===== config.mk =====
export PLATFORM = sky130hd
export DESIGN_NAME = amp_seq_if
export DESIGN_NICKNAME = d
export VERILOG_FILES = /design/src/rtl/amp_seq_if.sv
export SDC_FILE = /design/constraint.sdc
export NUM_CORES = 1
export LEC_CHECK = 0
export ABC_AREA = 1
export ABC_CLOCK_PERIOD_IN_PS = 1900
export BUFFER_PORTS_ARGS = -buffer_cell sky130_fd_sc_hd__buf_4
export CORE_MARGIN = 3
export CORE_UTILIZATION = 50
export CTS_CLUSTER_DIAMETER = 100
export CTS_CLUSTER_SIZE = 40
export DETAILED_ROUTE_END_ITERATION = 10
export PLACE_DENSITY = 0.74
export SETUP_SLACK_MARGIN = 0.15
export SLEW_MARGIN = 30
export SYNTH_ARGS = -nofsm -noshare
export SYNTH_HDL_FRONTEND = slang
export SYNTH_SLANG_ARGS = --single-unit

===== constraint.sdc =====
create_clock -name clk -period 1.9 [get_ports clk]
set_input_delay 0.095 -clock clk [delete_from_list [all_inputs] [get_ports clk]]
set_output_delay 0.095 -clock clk [all_outputs]
set_load 0.05 [all_outputs]

===== src/rtl/amp_seq_if.sv =====
// amp_seq_if: power/mute sequencer for NAMP amplifiers with a gated pass-through of NDL I2S data lines.
// Latency: control outputs are registered (1 cycle); amp_nerror adds 2 sync cycles; I2S outputs are input AND gate.
// Backpressure: none; cfg_req is a level held until cfg_done, cfg_err or the config timeout.
module amp_seq_if #(
  parameter int NAMP      = 2,
  parameter int NDL       = 1,
  parameter int CNT_W     = 16,
  parameter int T_EN      = 1000,
  parameter int T_CFG_TO  = 50000,
  parameter int T_MUTE    = 256,
  parameter int T_RETRY   = 4096,
  parameter int MAX_RETRY = 3
) (
  input  logic            clk,
  input  logic            resetb,
  input  logic            ena,
  input  logic [NAMP-1:0] amp_mask,
  input  logic            audio_locked,
  input  logic            i2s_bck_in,
  input  logic            i2s_ws_in,
  input  logic [NDL-1:0]  i2s_d_in,
  input  logic [NAMP-1:0] amp_nerror,
  input  logic            cfg_done,
  input  logic            cfg_err,
  output logic            cfg_req,
  output logic [NAMP-1:0] amp_nenable,
  output logic [NAMP-1:0] amp_nmute,
  output logic            i2s_bck_out,
  output logic            i2s_ws_out,
  output logic [NDL-1:0]  i2s_d_out,
  output logic [NAMP-1:0] fault_flags,
  output logic [1:0]      retry_cnt,
  output logic [2:0]      state_out
);

  typedef enum logic [2:0] {
    S_OFF        = 3'd0,
    S_EN_WAIT    = 3'd1,
    S_CONFIG     = 3'd2,
    S_UNMUTE     = 3'd3,
    S_RUN        = 3'd4,
    S_MUTE_DRAIN = 3'd5,
    S_FAULT_HOLD = 3'd6,
    S_LOCKOUT    = 3'd7
  } state_t;

  localparam logic [CNT_W-1:0] EN_LAST    = CNT_W'(T_EN - 1);
  localparam logic [CNT_W-1:0] CFG_TO     = CNT_W'(T_CFG_TO);
  localparam logic [CNT_W-1:0] MUTE_TO    = CNT_W'(T_MUTE);
  localparam logic [CNT_W-1:0] RETRY_LAST = CNT_W'(T_RETRY - 1);
  localparam logic [1:0]       RETRY_MAX  = 2'(MAX_RETRY);

  state_t            state, state_nxt;
  logic [CNT_W-1:0]  timer, timer_nxt;
  logic              gate, gate_nxt, cfg_req_nxt;
  logic [NAMP-1:0]   mask_q, mask_nxt, nen_nxt, nmute_nxt, flags_nxt;
  logic [1:0]        retry_nxt, retry_inc;
  logic [NAMP-1:0]   nerr_s1, nerr_s2, amp_fault_vec;
  logic              ws_q, ws_rise, monitored, cfg_fault, fault, shut;
  logic              start, en_done, drain_done, hold_done;

  assign ws_rise       = ~ws_q & i2s_ws_in;
  assign monitored     = state inside {S_CONFIG, S_UNMUTE, S_RUN, S_MUTE_DRAIN};
  assign amp_fault_vec = monitored ? (~nerr_s2 & mask_q) : '0;
  assign cfg_fault     = (state == S_CONFIG) && (cfg_err || timer == CFG_TO);
  assign fault         = (|amp_fault_vec) | cfg_fault;
  assign retry_inc     = (retry_cnt == 2'b11) ? 2'b11 : retry_cnt + 2'd1;
  // RUN and MUTE_DRAIN handle ena low through the frame-aligned drain instead.
  assign shut          = !ena && state != S_RUN && state != S_MUTE_DRAIN;
  assign start         = ena && audio_locked && (|amp_mask);
  assign en_done       = (timer == EN_LAST);
  assign drain_done    = ws_rise || (timer == MUTE_TO);
  assign hold_done     = (timer == RETRY_LAST);

  assign i2s_bck_out = i2s_bck_in & gate;
  assign i2s_ws_out  = i2s_ws_in & gate;
  assign i2s_d_out   = i2s_d_in & {NDL{gate}};
  assign state_out   = state;

  // Two-flop synchroniser for the fault pins plus the WS history for edge detection.
  always_ff @(posedge clk or negedge resetb) begin
    if (!resetb) begin
      nerr_s1 <= '1;
      nerr_s2 <= '1;
      ws_q    <= 1'b0;
    end else begin
      nerr_s1 <= amp_nerror;
      nerr_s2 <= nerr_s1;
      ws_q    <= i2s_ws_in;
    end
  end

  // FSM state register.
  always_ff @(posedge clk or negedge resetb) begin
    if (!resetb) state <= S_OFF;
    else         state <= state_nxt;
  end

  // Next state: fault beats ena low, which beats lock loss, ws_rise and timers.
  always_comb begin
    state_nxt = state;
    if (fault) begin
      state_nxt = (retry_inc == RETRY_MAX) ? S_LOCKOUT : S_FAULT_HOLD;
    end else if (shut) begin
      state_nxt = S_OFF;
    end else begin
      case (state)
        S_OFF:        if (start) state_nxt = S_EN_WAIT;
        S_EN_WAIT:    if (en_done) state_nxt = S_CONFIG;
        S_CONFIG:     if (cfg_done) state_nxt = S_UNMUTE;
        S_UNMUTE:     if (ws_rise) state_nxt = S_RUN;
        S_RUN:        if (!ena || !audio_locked) state_nxt = S_MUTE_DRAIN;
        S_MUTE_DRAIN: if (drain_done) state_nxt = S_OFF;
        S_FAULT_HOLD: if (hold_done) state_nxt = S_OFF;
        default:      state_nxt = state;
      endcase
    end
  end

  // Next values of the registered outputs, timer, latched mask and fault bookkeeping.
  always_comb begin
    gate_nxt    = gate;
    nen_nxt     = amp_nenable;
    nmute_nxt   = amp_nmute;
    cfg_req_nxt = cfg_req;
    timer_nxt   = timer;
    mask_nxt    = mask_q;
    flags_nxt   = fault_flags;
    retry_nxt   = retry_cnt;
    if (fault) begin
      gate_nxt    = 1'b0;
      nmute_nxt   = '0;
      nen_nxt     = '1;
      cfg_req_nxt = 1'b0;
      timer_nxt   = '0;
      flags_nxt   = fault_flags | amp_fault_vec;
      retry_nxt   = retry_inc;
    end else begin
      if (!ena) begin
        flags_nxt = '0;
        retry_nxt = '0;
      end
      if (shut) begin
        gate_nxt    = 1'b0;
        nmute_nxt   = '0;
        nen_nxt     = '1;
        cfg_req_nxt = 1'b0;
        timer_nxt   = '0;
      end else begin
        case (state)
          S_OFF: if (start) begin
            mask_nxt  = amp_mask;
            nen_nxt   = ~amp_mask;
            timer_nxt = '0;
          end
          S_EN_WAIT: begin
            if (en_done) begin
              cfg_req_nxt = 1'b1;
              timer_nxt   = '0;
            end else begin
              timer_nxt = timer + CNT_W'(1);
            end
          end
          S_CONFIG: begin
            if (cfg_done) begin
              cfg_req_nxt = 1'b0;
              timer_nxt   = '0;
            end else begin
              timer_nxt = timer + CNT_W'(1);
            end
          end
          S_UNMUTE: if (ws_rise) begin
            gate_nxt  = 1'b1;
            nmute_nxt = mask_q;
          end
          S_RUN: if (!ena || !audio_locked) timer_nxt = '0;
          S_MUTE_DRAIN: begin
            if (drain_done) begin
              gate_nxt  = 1'b0;
              nmute_nxt = '0;
              nen_nxt   = '1;
              timer_nxt = '0;
            end else begin
              timer_nxt = timer + CNT_W'(1);
            end
          end
          S_FAULT_HOLD: timer_nxt = hold_done ? '0 : timer + CNT_W'(1);
          default: ;
        endcase
      end
    end
  end

  // Output and datapath registers.
  always_ff @(posedge clk or negedge resetb) begin
    if (!resetb) begin
      gate        <= 1'b0;
      amp_nenable <= '1;
      amp_nmute   <= '0;
      cfg_req     <= 1'b0;
      timer       <= '0;
      mask_q      <= '0;
      fault_flags <= '0;
      retry_cnt   <= '0;
    end else begin
      gate        <= gate_nxt;
      amp_nenable <= nen_nxt;
      amp_nmute   <= nmute_nxt;
      cfg_req     <= cfg_req_nxt;
      timer       <= timer_nxt;
      mask_q      <= mask_nxt;
      fault_flags <= flags_nxt;
      retry_cnt   <= retry_nxt;
    end
  end

endmodule


==> flow_summary_export.csv, run 1 <==
group,metric,value,unit
floorplan,start_util,53.5,%
cts,clkTransAtPathRegs,70,ps
floorplan,dieWidth,72.3,um
setup_path,reg2reg_from,"state_out[1]$_DFFE_PN0P_",
timing,tightest_slew,437,ps
placement,io_buffer_count,27,
hold_path,hold-path-endpoint,"mask_q[1]$_DFFE_PN0P_",
cts,cts_tree,"built",
outcome,outcome,"complete, no violations",
timing,setup_viol_count_final,0,
setup_path,r2r_slack,90,ps
timing,rsz0062_at_grt,"true",
synthesis,seq_area_frac_synth,41.3,%
floorplan,die-area,5230,um2
cells_and_area,nets,380,
synthesis,yosys_warnings,0,
floorplan,rows,23,
drt,wl_per_cell,13.3,um
setup_path,path_max_fanout,7,
synthesis,syn-cell-area,2200,um2
synthesis,yosysUniqueCellTypes,31,
global_routing,gr-total-overflow,0,
cells_and_area,layout_common_cells,"nand2_1 (79), buf_4 (56), nor2_1 (33), inv_1 (32), dfrtp_1 (23)",
global_routing,grt_util_all_layers,21.7,%
setup_path,critPathLaunchType,"register",
drt,via_per_inst,5.19,
placement,gp_congestion,0.867,
floorplan,die_y,72.3,um
timing,fin_crit,1810,ps
synthesis,synth_flop_cell,"dfrtp_1",
hold_path,holdPathStages,3,
global_routing,grt_max_degree,37,
floorplan,pin_count,28,
cts,cts.sinks,36,
floorplan,coreArea,4120,um2
cts,clk_latency,290,ps
placement,dp_hpwl,3.53,mm
global_routing,grt_pass1_vias,1910,
drt,drc,0,
run,maxCapViolCount,0,
synthesis,synth_compound_area_share,11.0,%
synthesis,syn-num-nets,313,
timing,fin_crit_sh,95.4,%
drt,drt-pass1-iter-count,4,
timing,finalHoldViolCount,0,
hold_path,hold_start,"amp_mask[1]",
cts,clock_path_buffers,2,
setup_path,required,2090,ps
synthesis,synth_top_family_by_area,"simple AND/OR/NAND/NOR gates",
cells_and_area,fillCellCount,334,
synthesis,syn_area_per_cell,7.38,um2
setup_path,r2r_end,"state_out[2]$_DFFE_PN0P_",
timing,finClkSkew,9.04,ps
pwr,p_per_area,1370,nW/um2
synthesis,synth_mux_area_share,0,%
timing,max_freq,552,MHz
setup_path,crit_path_end_kind,"register",
hold_path,worstHoldPathType,"input port to register",
global_routing,grt_pass1_wl,8.64,mm
setup_path,reg2regPathDepth,12,
synthesis,synth-simple-area-share,32.7,%
cells_and_area,utilization,71.3,%
synthesis,synth_edf_count,0,
timing,slew_headroom,70.9,%
setup_path,crit_path_start,"state_out[1]$_DFFE_PN0P_",
cts,htreeDepth,2,
timing,final-max-slew-violation-count,0,
pwr,power.leakage,0.00152,uW
global_routing,grt_antenna_before_repair,0,
drt,wl,5.51,mm
synthesis,synthAdderAreaFrac,1.14,%
synthesis,synthXorXnorAreaFrac,4.78,%
cells_and_area,mostFrequentLayoutCell,"nand2_1",
setup_path,critical_path_arrival,2000,ps
cts,root_buffer,"clkbuf_8",
timing,fin_setup_tns,0,ps
pwr,peakVddDrop,1130,uV
synthesis,async_flop_share,100,%
cells_and_area,area_delta_synth_final,33.4,%
drt,ant_nets,0,
setup_path,critical_path_class,"register to register",
cells_and_area,drive_above_1_share,36.6,%
synthesis,syn_inst,298,
synthesis,ys_ff_latch,36,
cts,cts_buffers,5,
drt,drt_iter0_markers,187,
cells_and_area,diodes,0,
drt,vias,2157,
==> layout make-up <==
| class | count | area, um2 | area share [%] |
|---|---|---|---|
| tap | 50 | 62.6 | 2.13 |
| sequential | 36 | 917 | 31.2 |
| inverter | 42 | 163 | 5.54 |
| clock buffer | 8 | 80.1 | 2.73 |
| timing repair buffer | 63 | 494 | 16.8 |
| multi-input combinational | 217 | 1220 | 41.5 |
==> metal layers <==
layer  track usage (%)  wire length, um  vias up
met3              4.99              319       12
li1                  -                -     1066
met4              8.14              106        0
met1              28.6             2480     1005
met2              34.6             2610       74
met5                 0                0        -
==> per-stage QoR <==
stage	setup slack (ps)	power, uW	instance area (um2)	instances	hold WS, ps
final	87.3	4020	2940	416	39.9
after global routing	-23.5	4310	2940	416	65.2
after CTS	146	3800	2780	407	35.3
after detailed placement	-77.5	3100	2550	385	75.5
after global placement	37.6	3070	2550	385	73.3
after floorplan	171	2530	2210	298	-201
==> cell families (layout without fill, tap and decap cells) <==
kind of cell,after synthesis,after routing
flip-flops,36,36
XOR/XNOR,12,12
AND/OR/NAND/NOR,166,168
buffers and inverters,47,113
AO/OA/AOI/OAI,35,35
adder cells (fa/ha/maj),2,2
==> worst max-delay path by stage <==
stage	end	slack, ps	cells after the start
3_5_place_dp	timer[6]$_DFFE_PN0P_	-80	12
3_3_place_gp	state_out[1]$_DFFE_PN0P_	40	14
4_1_cts	timer[5]$_DFFE_PN0P_	150	12
2_1_floorplan	timer[2]$_DFFE_PN0P_	170	12
6_report	state_out[2]$_DFFE_PN0P_	90	12
5_1_grt	state_out[1]$_DFFE_PN0P_	-20	14
==> registers in the layout (all words and copies together), names as in the netlist <==
name / count
gate: 1
nerr_s2: 2
state_out: 3
fault_flags: 2
timer: 16
amp_nmute: 2
amp_nenable: 2
cfg_req: 1
ws_q: 1
nerr_s1: 2
retry_cnt: 2
mask_q: 2
==> Yosys cell counts (5+ instances only) <==
master | number | area (um2)
nand3_1 | 13 | 65.1
nor3_1 | 7 | 35.0
xnor2_1 | 5 | 43.8
dfstp_2 | 6 | 158
dfrtp_1 | 30 | 751
nor2_1 | 41 | 154
o21ai_2 | 11 | 96.3
inv_1 | 38 | 143
xor2_1 | 7 | 61.3
o21ai_0 | 14 | 70.1
nand2_1 | 91 | 342
nand4_1 | 5 | 31.3
==> power breakdown <==
group	total (uW)	internal (uW)	leakage [uW]	switching (uW)
Sequential	1080	934	0.000453	145
Combinational	2430	846	0.00102	1580
Clock	515	260	0.0000395	254
==> repair_timing <==
item                                    in CTS  in global routing
gates cloned                                 2                  0
hold endpoints to repair                    33                  0
resized for setup                           13                 35
pin swaps                                    5                 21
hold buffers                                 4                  0
endpoints found under the setup margin      20                 29
buffers inserted                             8                  9
==> critical path: stages (launching register included) <==
cell     delay, ps
dfrtp_2        440
nand2_2         80
inv_2          130
nand2_4         70
buf_4          140
nor2_1         200
inv_1           80
nor2_1         240
inv_1          100
nand2_1         80
nor2_1          40
nand2_1         50
inv_1           30
No activity file was read; power rests on OpenSTA's default activity.
==> inputs of run 2 (changes only) <==
- REMOVE_ABC_BUFFERS: default -> 1
==> run 2 against run 1 <==
Net effect:
- final area increased by 0.13%
- critical path type unchanged
- highest routed layer unchanged
- worst hold slack better by 2.9 ps
- largest power group unchanged
- critical path depth increased by 1
- flip-flop and latch count stayed put
- maximum frequency is 2.3% lower
- final cell count fell by 1.9%
- clock skew shrank 2.8 ps
- non-clock buffer count decreased by 7
==> flow_summary_export.csv, run 2 (synthesized netlist as in run 1, its figures left out) <==
group,metric,value,unit
outcome,outcome,"complete, no violations",
placement,gp_congestion,0.915,
global_routing,grt_antenna_before_repair,0,
timing,tightest_slew,440,ps
drt,vias,2064,
cts,cts_buffers,5,
drt,wl,5.14,mm
pwr,switching_share,47.7,%
cells_and_area,fillCellCount,316,
pwr,peakVddDrop,1010,uV
hold_path,hold_start,"amp_mask[0]",
cts,root_buffer,"clkbuf_8",
cells_and_area,largest_reg_flops,16,
pwr,p_per_area,1410,nW/um2
setup_path,required,2080,ps
cells_and_area,drive_above_1_share,37.4,%
run,maxCapViolCount,0,
floorplan,die_y,72.3,um
cells_and_area,utilization,71.4,%
pwr,combPwrFrac,60.3,%
timing,fin_crit_sh,97.6,%
drt,via_per_inst,5.06,
cts,clock_path_buffers,2,
global_routing,grt_pass1_vias,1874,
setup_path,crit_path_start,"timer[0]$_DFFE_PN0P_",
setup_path,reg2reg_from,"timer[0]$_DFFE_PN0P_",
drt,wl_per_cell,12.6,um
cells_and_area,mostFrequentLayoutCell,"nand2_1",
floorplan,coreArea,4120,um2
global_routing,grt_max_degree,37,
global_routing,grt_pass1_wl,8.34,mm
timing,setup_viol_count_final,0,
setup_path,max_stage_delay,410,ps
floorplan,pin_count,28,
timing,final-max-slew-violation-count,0,
timing,fin_crit,1850,ps
placement,dp.cells,381,
setup_path,crit_top_cell,"nand2_1",
setup_path,path_max_fanout,8,
global_routing,gr-total-overflow,0,
cells_and_area,nets,372,
floorplan,dieWidth,72.3,um
setup_path,crit_path_end_kind,"register",
pwr,p_int,2170,uW
cts,cts.sinks,36,
timing,finClkSkew,6.23,ps
floorplan,rows,23,
floorplan,die-area,5230,um2
cells_and_area,layout_common_cells,"nand2_1 (76), buf_4 (48), inv_1 (34), nor2_1 (33), dfrtp_1 (23)",
setup_path,crit_buf_inv,2,
setup_path,critPathLaunchType,"register",
timing,rsz0062_at_grt,"true",
setup_path,crit_chain,"inv_1, ha_2, nand2_2, nor2_1, nand2_1, nand2_1, nand2_2, nand3_4, inv_6, o21ai_4, nand2_4, nand2_1, o21ai_2",
timing,finalHoldViolCount,0,
hold_path,holdPathStages,3,
setup_path,critical_path_arrival,2030,ps
global_routing,grt_util_all_layers,20.6,%
cells_and_area,diodes,0,
cts,clkTransAtPathRegs,70,ps
pwr,p_switching,1980,uW
pwr,p_clk_share,14.3,%
setup_path,reg2regPathDepth,13,
setup_path,crit_slowest_cell,"dfrtp_1",
cts,cts_tree,"built",
drt,drt_iter0_markers,127,
cts,htreeDepth,2,
drt,drc,0,
floorplan,start_util,53.5,%
timing,fin_setup_tns,0,ps
cts,clk_latency,290,ps
cells_and_area,area_delta_synth_final,33.6,%
setup_path,crit_cells,13,
placement,io_buffer_count,27,
timing,max_freq,539,MHz
placement,dp_hpwl,3.52,mm
timing,slew_headroom,70.6,%
hold_path,worstHoldPathType,"input port to register",
cells_and_area,finalNonFillerCells,408,
drt,ant_nets,0,
pwr,power.leakage,0.00150,uW
setup_path,cp_top_family,"simple AND/OR/NAND/NOR gates",
cells_and_area,regMostFlops,"timer",
pwr,seq_power_share,25.4,%
setup_path,critical_path_class,"register to register",
drt,drt-pass1-iter-count,4,
## run 2: changes by cell type in the layout (fill, tap and decap cells not counted), moves of 2 or more
cell,change
buf_4,-8
nand3_2,+6
inv_2,-3
nand2_1,-3
nand2_2,+3
nand3_1,-3
nand3_4,-3
nor2_2,-3
nor2_4,+3
a21boi_0,-2
clkbuf_1,-2
clkbuf_8,+2
inv_1,+2
## run 2: worst paths after layout
kind | end | slack, ps
worst max-delay path | timer[0]$_DFFE_PN0P_ | 50
worst min-delay path | mask_q[0]$_DFFE_PN0P_ | 40
worst max register to register | timer[0]$_DFFE_PN0P_ | 50
worst min register to register | nerr_s2[1]$_DFF_PN1_ | 360
max in group asynchronous | nerr_s1[0]$_DFF_PN1_ | 1260
min in group asynchronous | amp_nmute[0]$_DFFE_PN0P_ | 300
## run 2: layer usage
metal / share of wire, % / up-vias / global-route usage (%)
li1: - / 1059 / -
met1: 45 / 927 / 28.4
met2: 46 / 68 / 30.7
met3: 6.1 / 10 / 4.99
met4: 1.9 / 0 / 9.19
met5: 0 / - / 0
## run 2: per-stage QoR
stage / setup slack, ps / total power [uW] / hold WS (ps) / cell area, um2
CTS: 109 / 3880 / 36.2 / 2750
floorplan: -52.8 / 2470 / -201 / 2160
global placement: 66.3 / 3100 / 72.9 / 2520
detailed placement: 1.00 / 3130 / 74.7 / 2520
global route: -68.9 / 4440 / 52.7 / 2940
finish: 45.4 / 4150 / 42.8 / 2940
## run 2: cell type report
class / count / area, um2 / share of cell area [%]
inverter: 42 / 165 / 5.62
multi-input combinational: 216 / 1240 / 42.2
clock buffer: 8 / 100 / 3.41
tap: 50 / 62.6 / 2.13
sequential: 36 / 917 / 31.2
timing repair buffer: 56 / 454 / 15.5
## run 2: tightest hold or removal path, stage by stage
cell and delay [ps]:
buf_4 80, nand2_1 50, o21ai_0 70
## run 2: power groups by stage
stage / Clock, uW / Sequential [uW] / Combinational [uW]
finish: 591 / 1050 / 2500
global route: 641 / 1070 / 2730
CTS: 607 / 1040 / 2230
detailed placement: 0 / 1060 / 2080
global placement: 0 / 1050 / 2050
floorplan: 0 / 1390 / 1080
## run 2: repair_timing
action	in CTS	in global routing
setup endpoints to repair	19	28
buffers inserted	8	6
hold buffers	4	0
gates cloned	1	0
pin swaps	5	18
hold endpoints to repair	33	0
gates resized for setup	11	50
